$ cat src/rtl/uart_reg_pkg.sv
// Shared constants for the UART register-bank controller: address map,
// register select indices, CTRL/ISR bit positions and FSM state encodings.
package uart_reg_pkg;

    localparam int unsigned ADDR_W   = 12;
    localparam int unsigned DATA_W   = 32;
    localparam int unsigned BAUD_W   = 16;
    localparam int unsigned BYTE_W   = 8;
    localparam int unsigned CTRL_W   = 5;
    localparam int unsigned ISR_W    = 3;
    localparam int unsigned NUM_REGS = 7;

    localparam logic [BAUD_W-1:0] BAUD_RST = 16'd27;

    localparam logic [ADDR_W-1:0] ADDR_CTRL   = 12'h000;
    localparam logic [ADDR_W-1:0] ADDR_BAUD   = 12'h004;
    localparam logic [ADDR_W-1:0] ADDR_TXDATA = 12'h008;
    localparam logic [ADDR_W-1:0] ADDR_RXDATA = 12'h00C;
    localparam logic [ADDR_W-1:0] ADDR_STATUS = 12'h010;
    localparam logic [ADDR_W-1:0] ADDR_IER    = 12'h014;
    localparam logic [ADDR_W-1:0] ADDR_ISR    = 12'h018;

    // One-hot register select indices
    localparam int unsigned REG_CTRL   = 0;
    localparam int unsigned REG_BAUD   = 1;
    localparam int unsigned REG_TXDATA = 2;
    localparam int unsigned REG_RXDATA = 3;
    localparam int unsigned REG_STATUS = 4;
    localparam int unsigned REG_IER    = 5;
    localparam int unsigned REG_ISR    = 6;

    // Registers that accept each access direction (bit i = REG index i)
    localparam logic [NUM_REGS-1:0] WR_LEGAL = 7'b110_0111;
    localparam logic [NUM_REGS-1:0] RD_LEGAL = 7'b111_1011;

    localparam int unsigned CTRL_TX_EN   = 0;
    localparam int unsigned CTRL_RX_EN   = 1;
    localparam int unsigned CTRL_PAR_EN  = 2;
    localparam int unsigned CTRL_PAR_ODD = 3;
    localparam int unsigned CTRL_STOP2   = 4;

    localparam int unsigned ISR_TX_EMPTY    = 0;
    localparam int unsigned ISR_RX_NONEMPTY = 1;
    localparam int unsigned ISR_OVR         = 2;

    typedef logic [1:0] reg_state_e;
    localparam logic [1:0] ST_IDLE = 2'd0;
    localparam logic [1:0] ST_WACK = 2'd1;
    localparam logic [1:0] ST_RACK = 2'd2;

endpackage

$ cat src/rtl/uart_reg_if.sv
// Register-side bus between the APB bridge (master) and the UART register bank (slave).
interface uart_reg_if;
    import uart_reg_pkg::*;

    logic [ADDR_W-1:0] waddr;
    logic [DATA_W-1:0] wdata;
    logic              wr_en;
    logic [ADDR_W-1:0] raddr;
    logic              rd_en;
    logic [DATA_W-1:0] rdata;
    logic              wack;
    logic              rack;
    logic              waddrerr;
    logic              raddrerr;

    modport master (
        output waddr, wdata, wr_en, raddr, rd_en,
        input  rdata, wack, rack, waddrerr, raddrerr
    );

    modport slave (
        input  waddr, wdata, wr_en, raddr, rd_en,
        output rdata, wack, rack, waddrerr, raddrerr
    );

endinterface

$ cat src/rtl/uart_reg_decode.sv
// Address decoder: one-hot register select for the given access direction,
// error when the address is unmapped, misaligned or illegal for that direction.
module uart_reg_decode
    import uart_reg_pkg::*;
(
    input  logic [ADDR_W-1:0]   addr,
    input  logic                is_wr,
    output logic [NUM_REGS-1:0] sel_c,
    output logic                err_c
);

    logic [NUM_REGS-1:0] hit_c;

    // Misaligned addresses never match a word-aligned map entry
    always_comb begin
        hit_c = '0;
        case (addr)
            ADDR_CTRL:   hit_c[REG_CTRL]   = 1'b1;
            ADDR_BAUD:   hit_c[REG_BAUD]   = 1'b1;
            ADDR_TXDATA: hit_c[REG_TXDATA] = 1'b1;
            ADDR_RXDATA: hit_c[REG_RXDATA] = 1'b1;
            ADDR_STATUS: hit_c[REG_STATUS] = 1'b1;
            ADDR_IER:    hit_c[REG_IER]    = 1'b1;
            ADDR_ISR:    hit_c[REG_ISR]    = 1'b1;
            default:     hit_c = '0;
        endcase
        sel_c = hit_c & (is_wr ? WR_LEGAL : RD_LEGAL);
        err_c = ~|sel_c;
    end

endmodule

$ cat src/rtl/uart_reg_ctrl.sv
// UART register bank behind the APB bridge: one access per strobe run,
// single-cycle acks, configuration registers, FIFO push/pop and interrupt.
module uart_reg_ctrl
    import uart_reg_pkg::*;
#(
    parameter logic [BAUD_W-1:0] BAUD_RST = uart_reg_pkg::BAUD_RST
) (
    input  logic              pclk,
    input  logic              prst_n,
    uart_reg_if.slave         bus,
    output logic              tx_en,
    output logic              rx_en,
    output logic              par_en,
    output logic              par_odd,
    output logic              stop2,
    output logic [BAUD_W-1:0] baud_div,
    output logic              tx_push,
    output logic [BYTE_W-1:0] tx_data,
    output logic              rx_pop,
    input  logic              tx_full,
    input  logic              tx_empty,
    input  logic              rx_full,
    input  logic              rx_empty,
    input  logic [BYTE_W-1:0] rx_byte,
    input  logic              rx_ovr,
    output logic              irq
);

    reg_state_e        state_q, state_d;
    logic              wr_en_q, rd_en_q;
    logic              wr_pend_q, wr_pend_d, rd_pend_q, rd_pend_d;
    logic [CTRL_W-1:0] ctrl_q, ctrl_d;
    logic [BAUD_W-1:0] baud_q, baud_d;
    logic [ISR_W-1:0]  ier_q, ier_d;
    logic              ovr_q, ovr_d;
    logic              wack_q, wack_d, rack_q, rack_d;
    logic              waddrerr_q, waddrerr_d, raddrerr_q, raddrerr_d;
    logic              tx_push_q, tx_push_d, rx_pop_q, rx_pop_d;
    logic [BYTE_W-1:0] tx_data_q, tx_data_d;
    logic [DATA_W-1:0] rdata_q, rdata_d;
    logic              irq_q, irq_d;

    logic [NUM_REGS-1:0] wsel_c, rsel_c;
    logic                wdec_err_c, rdec_err_c;
    logic                wr_req_c, rd_req_c, wr_err_c, rd_err_c;
    logic [ISR_W-1:0]    isr_c;
    logic [DATA_W-1:0]   rd_word_c;
    logic                unused_wdata_c;

    uart_reg_decode u_wdec (.addr(bus.waddr), .is_wr(1'b1), .sel_c(wsel_c), .err_c(wdec_err_c));
    uart_reg_decode u_rdec (.addr(bus.raddr), .is_wr(1'b0), .sel_c(rsel_c), .err_c(rdec_err_c));

    // A request is a fresh strobe edge or one deferred while the FSM was busy
    assign wr_req_c = (bus.wr_en & ~wr_en_q) | wr_pend_q;
    assign rd_req_c = (bus.rd_en & ~rd_en_q) | rd_pend_q;
    assign wr_err_c = wdec_err_c | (wsel_c[REG_TXDATA] & tx_full);
    assign rd_err_c = rdec_err_c | (rsel_c[REG_RXDATA] & rx_empty);
    assign isr_c    = {ovr_q, ~rx_empty, tx_empty};
    assign unused_wdata_c = ^bus.wdata[DATA_W-1:BAUD_W];

    always_comb begin
        rd_word_c = '0;
        if (rsel_c[REG_CTRL])   rd_word_c = DATA_W'(ctrl_q);
        if (rsel_c[REG_BAUD])   rd_word_c = DATA_W'(baud_q);
        if (rsel_c[REG_RXDATA]) rd_word_c = DATA_W'(rx_byte);
        if (rsel_c[REG_STATUS]) rd_word_c = DATA_W'({rx_full, rx_empty, tx_full, tx_empty});
        if (rsel_c[REG_IER])    rd_word_c = DATA_W'(ier_q);
        if (rsel_c[REG_ISR])    rd_word_c = DATA_W'(isr_c);
    end

    // Next-state, register-update and output logic; writes win over reads
    always_comb begin
        state_d    = state_q;
        wr_pend_d  = wr_req_c;
        rd_pend_d  = rd_req_c;
        ctrl_d     = ctrl_q;
        baud_d     = baud_q;
        ier_d      = ier_q;
        ovr_d      = ovr_q | rx_ovr;
        wack_d     = 1'b0;
        rack_d     = 1'b0;
        waddrerr_d = 1'b0;
        raddrerr_d = 1'b0;
        tx_push_d  = 1'b0;
        tx_data_d  = tx_data_q;
        rx_pop_d   = 1'b0;
        rdata_d    = '0;
        case (state_q)
            ST_IDLE: begin
                if (wr_req_c) begin
                    state_d    = ST_WACK;
                    wr_pend_d  = 1'b0;
                    wack_d     = 1'b1;
                    waddrerr_d = wr_err_c;
                    if (!wr_err_c) begin
                        if (wsel_c[REG_CTRL]) ctrl_d = bus.wdata[CTRL_W-1:0];
                        if (wsel_c[REG_BAUD]) baud_d = bus.wdata[BAUD_W-1:0];
                        if (wsel_c[REG_IER])  ier_d  = bus.wdata[ISR_W-1:0];
                        if (wsel_c[REG_ISR] && bus.wdata[ISR_OVR]) ovr_d = rx_ovr;
                        if (wsel_c[REG_TXDATA]) begin
                            tx_push_d = 1'b1;
                            tx_data_d = bus.wdata[BYTE_W-1:0];
                        end
                    end
                end else if (rd_req_c) begin
                    state_d    = ST_RACK;
                    rd_pend_d  = 1'b0;
                    rack_d     = 1'b1;
                    raddrerr_d = rd_err_c;
                    if (!rd_err_c) begin
                        rdata_d  = rd_word_c;
                        rx_pop_d = rsel_c[REG_RXDATA];
                    end
                end
            end
            ST_WACK, ST_RACK: state_d = ST_IDLE;
            default:          state_d = ST_IDLE;
        endcase
        irq_d = |({ovr_d, ~rx_empty, tx_empty} & ier_d);
    end

    always_ff @(posedge pclk or negedge prst_n) begin
        if (!prst_n) begin
            state_q    <= ST_IDLE;
            wr_en_q    <= 1'b0;
            rd_en_q    <= 1'b0;
            wr_pend_q  <= 1'b0;
            rd_pend_q  <= 1'b0;
            ctrl_q     <= '0;
            baud_q     <= BAUD_RST;
            ier_q      <= '0;
            ovr_q      <= 1'b0;
            wack_q     <= 1'b0;
            rack_q     <= 1'b0;
            waddrerr_q <= 1'b0;
            raddrerr_q <= 1'b0;
            tx_push_q  <= 1'b0;
            tx_data_q  <= '0;
            rx_pop_q   <= 1'b0;
            rdata_q    <= '0;
            irq_q      <= 1'b0;
        end else begin
            state_q    <= state_d;
            wr_en_q    <= bus.wr_en;
            rd_en_q    <= bus.rd_en;
            wr_pend_q  <= wr_pend_d;
            rd_pend_q  <= rd_pend_d;
            ctrl_q     <= ctrl_d;
            baud_q     <= baud_d;
            ier_q      <= ier_d;
            ovr_q      <= ovr_d;
            wack_q     <= wack_d;
            rack_q     <= rack_d;
            waddrerr_q <= waddrerr_d;
            raddrerr_q <= raddrerr_d;
            tx_push_q  <= tx_push_d;
            tx_data_q  <= tx_data_d;
            rx_pop_q   <= rx_pop_d;
            rdata_q    <= rdata_d;
            irq_q      <= irq_d;
        end
    end

    assign bus.wack     = wack_q;
    assign bus.rack     = rack_q;
    assign bus.waddrerr = waddrerr_q;
    assign bus.raddrerr = raddrerr_q;
    assign bus.rdata    = rdata_q;
    assign tx_en    = ctrl_q[CTRL_TX_EN];
    assign rx_en    = ctrl_q[CTRL_RX_EN];
    assign par_en   = ctrl_q[CTRL_PAR_EN];
    assign par_odd  = ctrl_q[CTRL_PAR_ODD];
    assign stop2    = ctrl_q[CTRL_STOP2];
    assign baud_div = baud_q;
    assign tx_push  = tx_push_q;
    assign tx_data  = tx_data_q;
    assign rx_pop   = rx_pop_q;
    assign irq      = irq_q;

endmodule

$ cat src/flat_wrapper.sv
// flat-port wrapper written by rule: the top's interface ports become plain ports
module uart_reg_ctrl_flat import uart_reg_pkg::*;
#(
    parameter logic [BAUD_W-1:0] BAUD_RST = uart_reg_pkg::BAUD_RST
)
  (pclk, prst_n, tx_en, rx_en, par_en, par_odd, stop2, baud_div, tx_push, tx_data, rx_pop, tx_full, tx_empty, rx_full, rx_empty, rx_byte, rx_ovr, irq, bus_waddr, bus_wdata, bus_wr_en, bus_raddr, bus_rd_en, bus_rdata, bus_wack, bus_rack, bus_waddrerr, bus_raddrerr);
  uart_reg_if bus_i ();
  input  logic pclk;
  input  logic prst_n;
  output logic tx_en;
  output logic rx_en;
  output logic par_en;
  output logic par_odd;
  output logic stop2;
  output logic [BAUD_W-1:0] baud_div;
  output logic tx_push;
  output logic [BYTE_W-1:0] tx_data;
  output logic rx_pop;
  input  logic tx_full;
  input  logic tx_empty;
  input  logic rx_full;
  input  logic rx_empty;
  input  logic [BYTE_W-1:0] rx_byte;
  input  logic rx_ovr;
  output logic irq;
  input wire logic [$bits(bus_i.waddr)-1:0] bus_waddr;
  input wire logic [$bits(bus_i.wdata)-1:0] bus_wdata;
  input wire logic [$bits(bus_i.wr_en)-1:0] bus_wr_en;
  input wire logic [$bits(bus_i.raddr)-1:0] bus_raddr;
  input wire logic [$bits(bus_i.rd_en)-1:0] bus_rd_en;
  output wire logic [$bits(bus_i.rdata)-1:0] bus_rdata;
  output wire logic [$bits(bus_i.wack)-1:0] bus_wack;
  output wire logic [$bits(bus_i.rack)-1:0] bus_rack;
  output wire logic [$bits(bus_i.waddrerr)-1:0] bus_waddrerr;
  output wire logic [$bits(bus_i.raddrerr)-1:0] bus_raddrerr;
  assign bus_i.waddr = bus_waddr;
  assign bus_i.wdata = bus_wdata;
  assign bus_i.wr_en = bus_wr_en;
  assign bus_i.raddr = bus_raddr;
  assign bus_i.rd_en = bus_rd_en;
  assign bus_rdata = bus_i.rdata;
  assign bus_wack = bus_i.wack;
  assign bus_rack = bus_i.rack;
  assign bus_waddrerr = bus_i.waddrerr;
  assign bus_raddrerr = bus_i.raddrerr;
  uart_reg_ctrl #(.BAUD_RST(BAUD_RST)) u_core (.pclk(pclk), .prst_n(prst_n), .bus(bus_i), .tx_en(tx_en), .rx_en(rx_en), .par_en(par_en), .par_odd(par_odd), .stop2(stop2), .baud_div(baud_div), .tx_push(tx_push), .tx_data(tx_data), .rx_pop(rx_pop), .tx_full(tx_full), .tx_empty(tx_empty), .rx_full(rx_full), .rx_empty(rx_empty), .rx_byte(rx_byte), .rx_ovr(rx_ovr), .irq(irq));
endmodule
$ cat config.mk
export PLATFORM = sky130hd
export DESIGN_NAME = uart_reg_ctrl_flat
export DESIGN_NICKNAME = d
export VERILOG_FILES = /design/src/rtl/uart_reg_pkg.sv /design/src/rtl/uart_reg_if.sv /design/src/rtl/uart_reg_decode.sv /design/src/rtl/uart_reg_ctrl.sv /design/src/flat_wrapper.sv
export SDC_FILE = /design/constraint.sdc
export NUM_CORES = 1
export LEC_CHECK = 0
export ABC_AREA = 0
export ABC_CLOCK_PERIOD_IN_PS = 1800
export CORE_MARGIN = 4
export CORE_UTILIZATION = 35
export CTS_CLUSTER_SIZE = 25
export DETAILED_ROUTE_END_ITERATION = 16
export PLACE_DENSITY = 0.79
export SETUP_SLACK_MARGIN = 0.02
export SYNTH_ARGS = -nofsm -noshare
export SYNTH_HDL_FRONTEND = slang
export SYNTH_HIERARCHICAL = 1
export SYNTH_SLANG_ARGS = --single-unit
$ cat constraint.sdc
create_clock -name pclk -period 1.8 [get_ports pclk]
set_clock_uncertainty 0.15 [all_clocks]
set_input_delay 0.27 -clock pclk [delete_from_list [all_inputs] [get_ports pclk]]
set_output_delay 0.27 -clock pclk [all_outputs]
set_load 0.01 [all_outputs]
# Yosys cells after proc, flatten, opt, wreduce, memory -nomap -nowiden
# Index checks and enable logic that the tools add are counted.
[classes]
n_reduce_logical = 12
muxes = 53
eq_ne = 10
bitwise_logic = 14
[op_table]
columns = ["cell", "n"]
rows = [
  ["32-bit 2-to-1 mux", 9],
  ["12-bit by 5-bit == test with 1-bit output, second input constant", 5],
  ["1-bit 2-to-1 mux", 36],
  ["12-bit by 3-bit == test with 1-bit output, second input constant", 2],
  ["12-bit by 4-bit == test with 1-bit output, second input constant", 2],
  ["12-bit zero test", 2],
  ["3-bit 2-to-1 mux", 4],
  ["4-bit AND reduction", 3],
  ["2-bit 2-to-1 mux", 3],
  ["6-bit OR reduction", 1],
  ["5-bit 2-to-1 mux", 1],
  ["1-bit bitwise OR", 5],
  ["5-bit OR reduction", 1],
  ["1-bit bitwise AND", 4],
  ["1-bit NOT", 4],
  ["3-bit bitwise AND", 1],
  ["3-bit by 1-bit != test with 1-bit output, second input constant", 1],
  ["3-bit OR reduction", 1],
  ["1-bit zero test", 2],
  ["2-bit zero test", 1],
  ["1-bit logical AND", 1],
]
[totals]
output_inout_bits = 68
in_bits = 73
elab_cells = 107
reg_bits = 78

# Logic depth before layout (Yosys ltp)
# Gate-level depths: netlist of run 1.
[logic_depth]
depth_word = 12
depth_mapped = 9
ltp_nobuf = 7

# Cells and area by module
# Netlist of run 1, hierarchy kept.
[by_module_without_submodules]
columns = ["module", "area_each_um2", "n_inst", "seq_area_each_um2", "cells_per_inst"]
rows = [
  ["uart_reg_ctrl", 2651.3, 1, 1556.5, 199],
  ["uart_reg_decode", 190.2, 2, 0.0, 23],
]

# Least setup slack after synthesis of run 1
# OpenSTA, ideal clock, no wires.
[synth_timing]
path_type = "input-to-reg"
startpoint = "input port bus_waddr[1]"
endpoint = "register u_core.irq_q (netlist: u_core/irq)"
cell_stages = 7
arrival_ns = 1.902
path_buffers = 0
path_slack_ns = -0.378
setup_ns = 0.126
t_required_ns = 1.524
path_cell_list = "nor3_1 nand3_4 nand3b_1 a21oi_4 o2111ai_4 mux2_4 a221o_1"
[synth_between]
elab_chain_cells = 10
elab_cells_between_ends = 25
cone_classes = "eq/ne: 4; mux: 13; bitwise: 3; reduce/logical: 5"
[synth_lines]
columns = ["item", "line", "text"]
rows = [
  ["start: declaration", "flat_wrapper.sv:26", "input wire logic [$bits(bus_i.waddr)-1:0] bus_waddr;"],
  ["12-bit by 3-bit == test with 1-bit output (tied with other cells)", "uart_reg_decode.sv:17", "case (addr)"],
  ["1-bit 2-to-1 mux", "uart_reg_decode.sv:17", ""],
  ["5-bit OR reduction (*)", "uart_reg_decode.sv:28", "err_c = ~|sel_c;"],
  ["1-bit zero test (*)", "uart_reg_decode.sv:28", ""],
  ["named net u_core.wdec_err_c", "uart_reg_ctrl.sv:44", "logic wdec_err_c, rdec_err_c;"],
  ["1-bit bitwise OR (*)", "uart_reg_ctrl.sv:56", "assign wr_err_c = wdec_err_c | (wsel_c[REG_TXDATA] & tx_full);"],
  ["3-bit 2-to-1 mux (*)", "uart_reg_ctrl.sv:95", "if (!wr_err_c) begin"],
  ["3-bit 2-to-1 mux (*)", "uart_reg_ctrl.sv:90", "if (wr_req_c) begin"],
  ["3-bit 2-to-1 mux (*)", "uart_reg_ctrl.sv:88", "case (state_q)"],
  ["named net u_core.ier_d[1]", "uart_reg_ctrl.sv:34", "logic [ISR_W-1:0] ier_q, ier_d;"],
  ["3-bit bitwise AND (*)", "uart_reg_ctrl.sv:119", "irq_d = |({ovr_d, ~rx_empty, tx_empty} & ier_d);"],
  ["3-bit OR reduction (*)", "uart_reg_ctrl.sv:119", ""],
  ["named net u_core.irq_d", "uart_reg_ctrl.sv:41", "logic irq_q, irq_d;"],
  ["end signal: assignment", "uart_reg_ctrl.sv:160", "irq_q <= irq_d;"],
  ["end: declaration", "uart_reg_ctrl.sv:41", ""],
]
# The timed path passes the listed nets; every way through them passes the cells marked *.
# A chain may end at the register's enable or synchronous reset.

# Worst setup path after layout of run 1
[layout_timing]
startpoint = "input port bus_waddr[6]"
endpoint = "register u_core.irq_q (netlist: u_core/irq)"
[layout_between]
elab_chain_cells = 10
elab_cells_between_ends = 25
cone_classes = "eq/ne: 4; mux: 13; bitwise: 3; reduce/logical: 5"
[layout_lines]
columns = ["item", "line", "text"]
rows = [
  ["12-bit by 5-bit == test with 1-bit output (*)", "uart_reg_decode.sv:17", ""],
  ["1-bit 2-to-1 mux (*)", "uart_reg_decode.sv:17", ""],
  ["named net u_core.wsel_c[5]", "uart_reg_ctrl.sv:43", "logic [NUM_REGS-1:0] wsel_c, rsel_c;"],
  ["5-bit OR reduction", "uart_reg_decode.sv:28", ""],
  ["1-bit zero test", "uart_reg_decode.sv:28", ""],
  ["1-bit bitwise OR", "uart_reg_ctrl.sv:56", ""],
  ["3-bit 2-to-1 mux (*)", "uart_reg_ctrl.sv:95", ""],
  ["3-bit 2-to-1 mux (*)", "uart_reg_ctrl.sv:90", ""],
  ["3-bit 2-to-1 mux (*)", "uart_reg_ctrl.sv:88", ""],
  ["named net u_core.ier_d[2]", "uart_reg_ctrl.sv:34", ""],
  ["3-bit bitwise AND (*)", "uart_reg_ctrl.sv:119", ""],
  ["3-bit OR reduction (*)", "uart_reg_ctrl.sv:119", ""],
  ["named net u_core.irq_d", "uart_reg_ctrl.sv:41", ""],
]
# Marks and branches as above.

==> impl_metrics.py, run 1 <==
metrics = {
    "finish": {
        "fillers": 676,
        "drive_gt1_share_pct": 36.4,
        "multi_input_area_sq_um": 1550,
        "seqCellArea_sq_um": 1560,
        "stdcell_area_sq_um": 4870,
        "diodes": 0,
        "syn_to_final_growth_pct": 63.3,
        "fin_nets": 472,
    },
    "floorplan": {
        "rows": 33,
        "ios": 141,
        "die_h_um": 100,
        "initial_utilization_pct": 36.1,
        "die_x_um": 100,
        "die_area_sq_um": 10100,
        "core_area_sq_um": 8260,
    },
    "clock_tree": {
        "clkTransAtPathRegs_ps": 70,
        "clk_latency_ps": 330,
        "cts.sinks": 62,
        "cts_tree": "done",
        "cts_buffer_depth": 2,
        "cts-htree-levels": 3,
        "cts_buffers": 9,
        "cts-root-buf": "clkbuf_8",
    },
    "run_status": {
        "violations": "negative setup slack",
        "status": "finished, violations left",
    },
    "worst_setup_path": {
        "max_stage_delay_ps": 340,
        "critical_path_arrival_ps": 2040,
        "reg2regPathDepth": 4,
        "cp-end-kind": "flop",
        "cp_max_fo": 3,
        "r2r-start": "u_core/state_q[1]",
        "startpoint": "bus_waddr[6]",
        "r2r_end": "u_core/bus.rdata[3]",
        "cp-endpoint": "u_core/irq",
        "cp_slowest_cell": "mux2_4",
        "crit_chain": "buf_6 -> nor4_4 -> nand3_4 -> buf_4 -> and4bb_1 -> o2111ai_4 -> mux2_4 -> a221o_1",
        "regToRegSetupSlack_ps": -30,
        "path_class": "input pin to flop",
        "required_ps": 1860,
        "cp-start-kind": "input pin",
    },
    "placed_design": {
        "place.gp.congestion": 0.862,
        "dp.final_hpwl_um": 5890,
        "port_buffers": 108,
        "place_ws_ps": -973,
        "dpl_cell_area_sq_um": 4390,
    },
    "global_routing": {
        "grt_pass1_wl_um": 12800,
        "overflow": 0,
        "antenna_found_initial": 0,
        "track_usage_pct": 16.2,
        "grt_pass1_vias": 2557,
        "grt_max_degree": 63,
    },
    "timing": {
        "worstMarginPinSlew_ps": 567,
        "setup_viol_count_final": 33,
        "fmax_mhz": 506,
        "rsz0062_at_grt": "yes",
        "fin_crit_sh_pct": 110,
        "slew_headroom_pct": 61.9,
        "drv_slew": 0,
        "layout_setup_ws_ps": -177,
        "finalCriticalPeriod_ps": 1980,
        "hold_viol": 0,
    },
    "min_path": {
        "min_path_type": "input pin to async pin",
    },
    "logic_synthesis": {
        "syn_avg_cell_area_sq_um": 12.5,
        "syn-instance-count": 239,
        "netlist_area_sq_um": 2980,
        "synth_warnings": 6,
    },
    "power_and_ir_drop": {
        "power_density_nw_per_um2": 703,
        "p_leak_nw": 2.16,
        "irDropWorstVdd_v": 0.000587,
    },
    "route": {
        "wl_per_cell_um": 15.9,
        "drt_iter0_drc": 99,
        "vias": 2435,
        "vias_per_cell": 4.78,
        "drt_wl_total_um": 8110,
        "ant_nets": 0,
        "drc": 0,
        "dr.pass1.iters": 4,
    },
    "run": {
        "drv_cap": 0,
    },
}
area by class of cell:
| cell class | count | area share, % |
|---|---|---|
| sequential | 62 | 32.0 |
| multi-input combinational | 170 | 31.9 |
| timing repair buffer | 150 | 28.6 |
| tap | 105 | 2.70 |
| clock buffer | 10 | 2.62 |
| clock inverter | 6 | 1.77 |
| inverter | 6 | 0.462 |
critical path: cells and delay by family:
| family | cells | cell delay (ps) |
|---|---|---|
| mux | 1 | 340 |
| compound gates | 2 | 480 |
| buf+inv | 2 | 230 |
| simple gates | 3 | 710 |
metal layers:
metal | global-route usage (%) | wire length [um] | vias to the layer above
met3 | 4.86 | 553 | 8
met5 | 0 | 0 | -
met4 | 2.49 | 64 | 0
met2 | 28.1 | 4170 | 96
li1 | - | - | 1137
met1 | 20.3 | 3320 | 1194
power breakdown:
group          internal (mW)  switching, mW  total, mW  leakage (nW)
Clock                  0.777          0.540       1.32         0.106
Sequential              1.47         0.0568       1.53         0.835
Combinational          0.291          0.286      0.577          1.21
worst min path at each step:
stage / end / depth (start not counted) / slack, ps
floorplan: u_core/baud_div[10] / 0 / -180
global placement: u_core/bus.waddrerr / 2 / 150
detailed placement: u_core/bus.wack / 2 / 160
CTS: u_core/wr_en_q / 1 / 290
global route: u_core/wr_en_q / 1 / 290
finish: u_core/state_q[0] / 3 / 320
placed cells by master, fill, tap and decap left out, types with 6 or more instances in the layout:
master / n
dlygate4sd2_1: 12
nand2_1: 11
inv_1: 6
clkbuf_8: 9
buf_4: 36
mux2_2: 29
clkdlybuf4s50_1: 79
and2_1: 6
conb_1: 25
nor2_1: 16
dfrtp_1: 58
per-stage QoR:
stage               total power, mW  util (%)  cells  TNS [ps]  hold slack, ps
finish                         3.43      59.0    509     -2760             318
global route                   3.58      59.0    509     -5150             290
CTS                            3.45      58.2    508     -2200             291
detailed placement             2.13      53.2    480    -43010             156
global placement               2.12      53.2    480    -39250             153
floorplan                      1.83         -    262     -8420            -176
registers in the layout, summed over array words and instances, names as in the netlist:
register	flops
u_core/bus.raddrerr	1
u_core/state_q	2
u_core/ier_q	3
u_core/tx_data	8
u_core/rx_pop	1
u_core/irq	1
u_core/rd_en_q	1
u_core/rd_pend_q	1
u_core/ctrl_q	5
u_core/bus.waddrerr	1
u_core/tx_push	1
u_core/bus.wack	1
u_core/bus.rdata	16
u_core/wr_pend_q	1
u_core/ovr_q	1
u_core/baud_div	16
u_core/bus.rack	1
u_core/wr_en_q	1
repair_timing:
action	CTS	global route
gates resized for setup	79	20
cloned	1	0
buffers inserted	10	1
hold buffers	1	0
endpoints found under the hold margin	58	0
pin swaps	20	13
endpoints found under the setup margin	57	49
Power figures use the tool's default switching activity.
==> run 2, diff against run 1 <==
--- a/config.mk
+++ b/config.mk
@@ -13,6 +13,7 @@
 export DETAILED_ROUTE_END_ITERATION = 16
 export PLACE_DENSITY = 0.79
 export SETUP_SLACK_MARGIN = 0.02
+export SKIP_CTS_REPAIR_TIMING = 1
 export SYNTH_ARGS = -nofsm -noshare
 export SYNTH_HDL_FRONTEND = slang
 export SYNTH_HIERARCHICAL = 1
==> impl_metrics.py, run 2 (synthesis gave the netlist of run 1 again) <==
metrics = {
    "run_status": {
        "status": "finished, violations left",
        "violations": "negative setup slack",
    },
    "worst_setup_path": {
        "cp_max_fo": 4,
        "r2r-start": "u_core/state_q[1]",
        "reg2regPathDepth": 4,
        "path_class": "input pin to flop",
        "cp-end-kind": "flop",
        "required_ps": 1860,
        "r2r_end": "u_core/bus.rdata[3]",
        "critical_path_arrival_ps": 2060,
        "regToRegSetupSlack_ps": -10,
        "cp-start-kind": "input pin",
    },
    "floorplan": {
        "core_area_sq_um": 8260,
        "die_x_um": 100,
        "die_area_sq_um": 10100,
        "die_h_um": 100,
        "rows": 33,
        "initial_utilization_pct": 36.1,
        "ios": 141,
    },
    "finish": {
        "final_common_cell": "clkdlybuf4s50_1",
        "drive_gt1_share_pct": 33.7,
        "fillers": 659,
        "fin_nets": 471,
        "diodes": 0,
        "syn_to_final_growth_pct": 64.2,
        "multi_input_area_sq_um": 1520,
        "fin_util_pct": 59.3,
        "mostFrequentLayoutCells": "79 x clkdlybuf4s50_1, 58 x dfrtp_1, 33 x buf_4",
        "seqCellArea_sq_um": 1560,
    },
    "power_and_ir_drop": {
        "irDropWorstVdd_v": 0.000588,
        "power_density_nw_per_um2": 699,
        "power.total_mw": 3.42,
        "p_leak_nw": 2.35,
    },
    "timing": {
        "whs_ps": 315,
        "worstMarginPinSlew_ps": 550,
        "drv_slew": 0,
        "hold_viol": 0,
        "fmax_mhz": 499,
        "slew_headroom_pct": 63.0,
        "fin_crit_sh_pct": 111,
        "setup_viol_count_final": 34,
        "finalCriticalPeriod_ps": 2000,
        "layout_setup_ws_ps": -203,
        "rsz0062_at_grt": "yes",
    },
    "global_routing": {
        "antenna_found_initial": 0,
        "overflow": 0,
        "grt_pass1_vias": 2448,
        "grt_pass1_wl_um": 12100,
        "grt_max_degree": 63,
        "track_usage_pct": 15.3,
    },
    "route": {
        "drc": 0,
        "vias_per_cell": 4.75,
        "dr.pass1.iters": 4,
        "ant_nets": 0,
        "drt_iter0_drc": 103,
        "drt_wl_total_um": 8080,
        "vias": 2411,
        "wl_per_cell_um": 15.9,
    },
    "min_path": {
        "hp-start": "bus_wr_en",
        "min_path_type": "input pin to flop",
        "min_to": "u_core/wr_en_q",
        "whs_path_depth": 1,
    },
    "clock_tree": {
        "cts_buffers": 9,
        "cts.sinks": 62,
        "clkTransAtPathRegs_ps": 70,
        "cts_buffer_depth": 2,
        "cts-root-buf": "clkbuf_8",
        "cts-htree-levels": 3,
        "cts_tree": "done",
        "clk_latency_ps": 330,
    },
    "placed_design": {
        "dp.final_hpwl_um": 5890,
        "port_buffers": 108,
        "place.gp.congestion": 0.862,
        "place_ws_ps": -973,
    },
    "run": {
        "drv_cap": 0,
    },
}
run 2: changes by cell type in the layout (fill, tap and decap cells not counted), moves of 2 or more:
cell | previous run | this run
dlymetal6s2s_1 | 0 | 21
dlygate4sd2_1 | 12 | 0
buf_2 | 5 | 1
clkdlybuf4s15_1 | 4 | 0
buf_4 | 36 | 33
clkbuf_2 | 3 | 5
clkdlybuf4s15_2 | 2 | 0
run 2: critical path, cell delays in order:
cell	delay [ps]
buf_6	90
nor4_4	310
nand3_4	120
nand3b_1	230
a21oi_4	210
o2111ai_4	190
mux2_4	340
a221o_1	310
run 2: worst max path at each step:
stage,startpoint,to
floorplan,bus_waddr[8],u_core/irq
global placement,bus_waddr[8],u_core/tx_data[1]
detailed placement,bus_waddr[8],u_core/tx_data[4]
CTS,bus_waddr[8],u_core/tx_data[4]
global route,bus_waddr[7],u_core/irq
finish,bus_waddr[7],u_core/irq
run 2: stage by stage:
step	TNS [ps]	cell area, sq um	std cells
floorplan	-8420	3110	262
global placement	-39250	4390	480
detailed placement	-43010	4390	480
CTS	-24450	4610	496
global route	-6400	4900	508
finish	-2950	4900	508
run 2: per-layer routing:
metal / part of all wire [%] / track usage, % / vias to the layer above
li1: - / - / 1140
met1: 42 / 19.3 / 1169
met2: 51 / 26.3 / 98
met3: 7.0 / 4.86 / 4
met4: 0.42 / 2.49 / 0
met5: 0 / 0 / -
run 2: report_power, final:
| part | switching, mW | internal [mW] | total, mW | leakage, nW |
|---|---|---|---|---|
| Sequential | 0.0564 | 1.47 | 1.53 | 0.835 |
| Combinational | 0.276 | 0.295 | 0.572 | 1.41 |
| Clock | 0.543 | 0.778 | 1.32 | 0.106 |
| Total | 0.875 | 2.55 | 3.42 | 2.35 |
run 2: area by class of cell:
class,instances,area share [%]
Clock buffer,10,2.61
Tap cell,105,2.68
Timing Repair Buffer,148,29.7
Sequential cell,62,31.8
Inverter,6,0.460
Multi-Input combinational cell,171,31.1
Clock inverter,6,1.76
==> run 3, diff against run 2 <==
--- a/config.mk
+++ b/config.mk
@@ -6,11 +6,12 @@
 export NUM_CORES = 1
 export LEC_CHECK = 0
 export ABC_AREA = 0
-export ABC_CLOCK_PERIOD_IN_PS = 1800
+export ABC_CLOCK_PERIOD_IN_PS = 2000
 export CORE_MARGIN = 4
 export CORE_UTILIZATION = 35
 export CTS_CLUSTER_SIZE = 25
 export DETAILED_ROUTE_END_ITERATION = 16
+export GPL_TIMING_DRIVEN = 0
 export PLACE_DENSITY = 0.79
 export SETUP_SLACK_MARGIN = 0.02
 export SKIP_CTS_REPAIR_TIMING = 1
==> constraint.sdc (replaced) <==
create_clock -name pclk -period 2 [get_ports pclk]
set_clock_uncertainty 0.15 [all_clocks]
set_input_delay 0.3 -clock pclk [delete_from_list [all_inputs] [get_ports pclk]]
set_output_delay 0.3 -clock pclk [all_outputs]
set_load 0.01 [all_outputs]
==> impl_metrics.py, run 3 (synthesis gave the netlist of run 1 again) <==
metrics = {
    "run_status": {
        "status": "finished, violations left",
        "violations": "negative setup slack",
    },
    "floorplan": {
        "ios": 141,
        "die_x_um": 100,
        "rows": 33,
        "initial_utilization_pct": 36.1,
        "core_area_sq_um": 8260,
        "die_h_um": 100,
        "die_area_sq_um": 10100,
    },
    "worst_setup_path": {
        "cp-end-kind": "flop",
        "critPathBufInv": 1,
        "cp_max_fo": 6,
        "max_stage_delay_ps": 420,
        "crit_chain": "buf_6 -> nor4_4 -> nand3_4 -> nor4b_4 -> and2b_2 -> a22oi_2 -> a311o_1 -> a21oi_2",
        "critical_path_arrival_ps": 2170,
        "path_class": "input pin to flop",
        "required_ps": 2120,
        "cp_slowest_cell": "nor4b_4",
        "cp_top_family": "simple AND/OR/NAND/NOR gates",
        "cp-start-kind": "input pin",
    },
    "finish": {
        "fin_util_pct": 57.3,
        "instances_no_fill": 499,
        "diodes": 0,
        "mostFrequentLayoutCells": "83 x clkdlybuf4s50_1, 58 x dfrtp_1, 30 x mux2_2",
        "stdcell_area_sq_um": 4730,
        "drive_gt1_share_pct": 32.2,
        "final_common_cell": "clkdlybuf4s50_1",
        "syn_to_final_growth_pct": 58.5,
        "fin_nets": 463,
    },
    "route": {
        "drc": 0,
        "ant_nets": 0,
        "wl_per_cell_um": 16.2,
        "vias": 2371,
        "drt_wl_total_um": 8060,
        "drt_iter0_drc": 94,
        "vias_per_cell": 4.75,
        "dr.pass1.iters": 4,
    },
    "clock_tree": {
        "cts-htree-levels": 3,
        "cts-root-buf": "clkbuf_8",
        "clkTransAtPathRegs_ps": 70,
        "cts_tree": "done",
        "clk_latency_ps": 340,
        "cts_buffer_depth": 2,
        "cts.sinks": 62,
        "cts_buffers": 9,
    },
    "timing": {
        "worstMarginPinSlew_ps": 609,
        "layout_setup_ws_ps": -48.1,
        "hold_viol": 0,
        "finalCriticalPeriod_ps": 2050,
        "rsz0062_at_grt": "yes",
        "fmax_mhz": 488,
        "drv_slew": 0,
        "slew_headroom_pct": 59.4,
        "fin_crit_sh_pct": 102,
        "setup_viol_count_final": 4,
    },
    "placed_design": {
        "place_ws_ps": -839,
        "dpl_cell_area_sq_um": 4280,
        "place.gp.congestion": 0.769,
        "dp_cells": 470,
        "dp.final_hpwl_um": 5880,
        "port_buffers": 102,
    },
    "global_routing": {
        "overflow": 0,
        "grt_pass1_vias": 2348,
        "grt_max_degree": 38,
        "antenna_found_initial": 0,
        "track_usage_pct": 15.6,
        "grt_pass1_wl_um": 11900,
    },
    "power_and_ir_drop": {
        "p_leak_nw": 2.18,
        "irDropWorstVdd_v": 0.000443,
        "power_density_nw_per_um2": 625,
    },
    "run": {
        "drv_cap": 0,
    },
    "min_path": {
        "min_path_type": "input pin to flop",
    },
}
==> run 3: changes by cell type in the layout (fill, tap and decap cells not counted), moves of 2 or more <==
cell | previous run | this run
clkdlybuf4s50_1 | 79 | 83
and2_4 | 2 | 0
and2_1 | 6 | 8
buf_4 | 33 | 27
buf_6 | 5 | 2
nor2_1 | 16 | 14
nand2_8 | 4 | 1
dlymetal6s2s_1 | 21 | 12
clkbuf_1 | 1 | 7
==> run 3: path summary, 6_finish.rpt <==
check | startpoint | to | slack, ps | depth (start not counted)
worst max-delay path | bus_raddr[8] | u_core/bus.rdata[0] | -50 | 8
worst min-delay path | bus_wr_en | u_core/wr_en_q | 300 | 1
worst max register to register | u_core/state_q[1] | u_core/bus.rdata[3] | 120 | 4
worst min register to register | u_core/baud_div[12] | u_core/bus.rdata[12] | 360 | 1
max in group asynchronous | prst_n | u_core/baud_div[1] | 670 | 3
min in group asynchronous | prst_n | u_core/state_q[1] | 350 | 2
==> run 3: layer usage <==
metal | vias to the layer above | track usage (%) | share of wire, %
met5 | - | 0 | 0
met4 | 0 | 3.52 | 0.88
met3 | 9 | 8.27 | 9.3
met2 | 92 | 26.8 | 53
met1 | 1148 | 17.1 | 37
li1 | 1122 | - | -
==> run 3: worst reg2reg max path, delay by kind of cell, from the launching register on <==
| family | cells | cell delay (ps) |
|---|---|---|
| flip-flops | 1 | 410 |
| AO/OA/AOI/OAI | 2 | 650 |
| AND/OR/NAND/NOR | 2 | 550 |
==> run 3: final cells by class <==
| type | instances | area [sq um] |
|---|---|---|
| multi-input combinational | 169 | 1470 |
| inverter | 6 | 22.5 |
| fill | 709 | 3530 |
| buffer | 25 | 173 |
| clock inverter | 4 | 47.5 |
| tap | 105 | 131 |
| clock buffer | 11 | 141 |
| timing repair buffer | 117 | 1190 |
| sequential | 62 | 1560 |
==> run 3: power by group <==
group / internal, mW / total, mW / switching, mW
Sequential: 1.33 / 1.38 / 0.0494
Combinational: 0.256 / 0.506 / 0.251
Clock: 0.598 / 1.07 / 0.472
==> run 3: through the flow <==
step	hold slack, ps	setup TNS (ps)	power [mW]
floorplan	-146	-2210	1.64
global placement	336	-121410	1.88
detailed placement	190	-35890	1.90
CTS	-186	-15820	3.00
global route	283	-439	3.11
finish	301	-101	2.95
==> edit 1 (settings of run 1) <==
The package constant `CTRL_W` goes from 5 to 10.
--- a/src/rtl/uart_reg_pkg.sv
+++ b/src/rtl/uart_reg_pkg.sv
@@ -6,7 +6,7 @@
     localparam int unsigned DATA_W   = 32;
     localparam int unsigned BAUD_W   = 16;
     localparam int unsigned BYTE_W   = 8;
-    localparam int unsigned CTRL_W   = 5;
+    localparam int unsigned CTRL_W   = 10;
     localparam int unsigned ISR_W    = 3;
     localparam int unsigned NUM_REGS = 7;
 
Formal check against the unedited RTL: not equivalent (Yosys sat finds a counterexample within 4 cycles, from zero or initial values and one cycle with prst_n low).
==> edit 1 against run 1 <==
  * The flow still finishes with violations (negative setup slack)
  * Global-route usage grew 1.5 points
  * Wire length grew 16%
  * Sequential cell count grew 5
  * Sequential power grew 7%
  * Power grew 6.3%
  * Worst setup slack lost 0.038 ns
  * Non-clock buffer count grew 7
  * Synthesized area grew 8.5%
  * Design area grew 9.9%
  * Cell count grew 6.7%
  * Synthesized cell count grew 10%
  * Critical path type unchanged
  * Critical endpoint unchanged
  * Highest routed layer unchanged
==> edit 1: results (changes against run 1) <==
- Outcome: complete, but fails checks
- Failing checks: negative setup slack
- Dpl hpwl: 6400 um (+8.6%)
- Leak: 2.47 nW (+14%)
- Fillcell total: 739 (+9.3%)
- Min Hold Slack: 0.262 ns (-0.0561 ns)
- Largest net degree at the start of global routing: 68 (+7.9%)
- First-pass GRT wire length: 15100 um (+18%)
- R2R Setup Slk: 0.02 ns (+0.05 ns)
- Final worst setup slack: -0.215 ns (-0.0384 ns)
- Fraction of layout cells with a size suffix above 1: 38.9% (+2.5 points)
- Final setup viols: 39 (+18%)
- Slew margin rel.: 66.6% (+4.7 points)
- Total power: 0.00364 W (+6.3%)
- Gr usage total: 17.7% (+1.5 points)
- Nets: 503 (+6.6%)
- Sequential power: 0.00164 W (+7%)
- Post-CTS Resized: 90 (+14%)
- Vias in the first global route: 2813 (+10%)
- Placed cell area: 0.00469 mm^2 (+6.7%)
- WP data arrival: 2.09 ns (+0.05 ns)
- Post-CTS setup buffer count: 13 (+3)
- Initial DRC Count: 64 (-35%)
- DR vias: 2640 (+8.4%)
- VDD IR max: 0.441 mV (-25%)
- Power Combinational: 0.000606 W (+5.0%)
- Delay-heaviest family, CP: compound AO/OA/AOI/OAI gates
- Placer Congestion: 0.836 (-2.9%)
edit 1: metrics by stage:
stage | std cells | TNS, ns | worst slack [ns]
6_report | 543 | -6.36 | -0.215
5_1_grt | 543 | -8.61 | -0.263
4_1_cts | 540 | -2.18 | -0.150
3_5_place_dp | 507 | -42.92 | -0.863
3_3_place_gp | 507 | -40.37 | -0.793
2_1_floorplan | 287 | -7.89 | -0.350
edit 1: layout make-up:
| type | instances | area [um^2] | area share [%] |
|---|---|---|---|
| clock buffers | 10 | 138 | 2.57 |
| clock inverters | 6 | 88.8 | 1.66 |
| repair buffers | 157 | 1530 | 28.6 |
| well taps | 108 | 135 | 2.52 |
| inverters | 9 | 33.8 | 0.631 |
| flip-flops and latches | 67 | 1680 | 31.4 |
| multi-input cells | 186 | 1750 | 32.6 |
edit 1: routing by layer:
metal  global-route usage (%)  up-vias  wire [um]
li1                         -     1241          -
met1                     21.0     1300       3930
met2                     30.7       83       4770
met5                        0        -          0
met3                     4.90       16        460
met4                     6.36        0        237
==> edit 2 (settings of run 1) <==
Without the edit above. Make the reset (`prst_n`) synchronous in one clocked block.
--- a/src/rtl/uart_reg_ctrl.sv
+++ b/src/rtl/uart_reg_ctrl.sv
@@ -119,7 +119,7 @@
         irq_d = |({ovr_d, ~rx_empty, tx_empty} & ier_d);
     end
 
-    always_ff @(posedge pclk or negedge prst_n) begin
+    always_ff @(posedge pclk) begin
         if (!prst_n) begin
             state_q    <= ST_IDLE;
             wr_en_q    <= 1'b0;
Formal check against the unedited RTL: differs if prst_n is asserted again (counterexample within 4 cycles, from zero or initial values and one cycle with prst_n low); with prst_n held inactive, the same outputs for 4 cycles.
==> edit 2 against run 1 <==
  * The flow still finishes with violations (negative setup slack)
  * Synthesized area fell by 2.9%
  * Sequential cell count unchanged
  * Register-to-register slack improved by 0.10 ns
  * Combinational power shrank 42%
  * Design area up 1.5%
  * Fmax increased by 3.3%
  * Utilization increased by 3.7 points
  * Wire length is 9.2% higher
  * Via count is 14% higher
  * Worst setup slack gained 0.063 ns
  * Count of clock-buffer cells in the layout is the same
  * Power down 8.9%
  * Cell count increased by 14%
  * Largest power group unchanged
  * Highest routed layer unchanged
==> edit 2: results (changes against run 1) <==
- Fillcell total: 669 (-1.0%)
- Slowest stage cell, crit path: nor4_4
- Post-CTS setup buffer count: 9 (-1)
- Leak: 2.12 nW (-1.6%)
- Met2 usage: 30.7% (+2.6 points)
- Critical-path maximum fanout: 8 (+5)
- Dpl hpwl: 6620 um (+12%)
- Wire per inst: 15.3 um (-3.9%)
- TNS Setup: -1.55 ns (+1.20 ns)
- VDD IR max: 0.419 mV (-29%)
- Outcome: complete, but fails checks
- Post-CTS Resized: 82 (+3.8%)
- Max incr delay on CP: 0.31 ns (-0.03 ns)
- Final worst setup slack: -0.114 ns (+0.0628 ns)
- Clk network pwr share: 44.4% (+6.0 points)
- Sequential power: 0.00140 W (-8%)
- Gr usage total: 17.2% (+1.1 points)
- Fraction of layout cells with a size suffix above 1: 29.6% (-6.8 points)
- Placed cell area: 0.00441 mm^2 (+0.48%)
- Final setup viols: 30 (-9.1%)
- Failing checks: negative setup slack
- Setup WS pre-CTS: -0.895 ns (+0.0773 ns)
- M3 GR Usage: 3.68% (-1.2 points)
- Post-DR vias/cell: 4.82 (+0.68%)
- Worst Hold Class: reg -> reg
- Placed Instances: 546 (+14%)
[edit 2: metal layers]
metal / up-vias / part of all wire, %
li1: 1357 / -
met1: 1329 / 41
met2: 89 / 51
met3: 9 / 5.9
met4: 0 / 1.6
met5: - / 0
[edit 2: area by class of cell]
cell class                 count  area, um^2  share of cell area, %
inverter                       9        33.8                  0.683
clock inverter                 6        93.8                   1.90
multi-input combinational    219        1730                   34.9
sequential                    62        1240                   25.1
clock buffer                  10         138                   2.78
timing repair buffer         170        1580                   32.0
tap                          102         128                   2.58
[edit 2: path summary, 6_finish.rpt]
path,start,end,slack (ns),depth (start not counted)
max,bus_raddr[6],u_core/bus.rdata[11]$_SDFF_PP0_,-0.11,9
min,u_core/baud_div[9]$_SDFFE_PN0P_,u_core/bus.rdata[9]$_SDFF_PP0_,0.34,1
max reg2reg,u_core/wr_pend_q$_SDFF_PP0_,u_core/irq$_SDFF_PN0_,0.07,3
min reg2reg,u_core/baud_div[9]$_SDFFE_PN0P_,u_core/bus.rdata[9]$_SDFF_PP0_,0.34,1
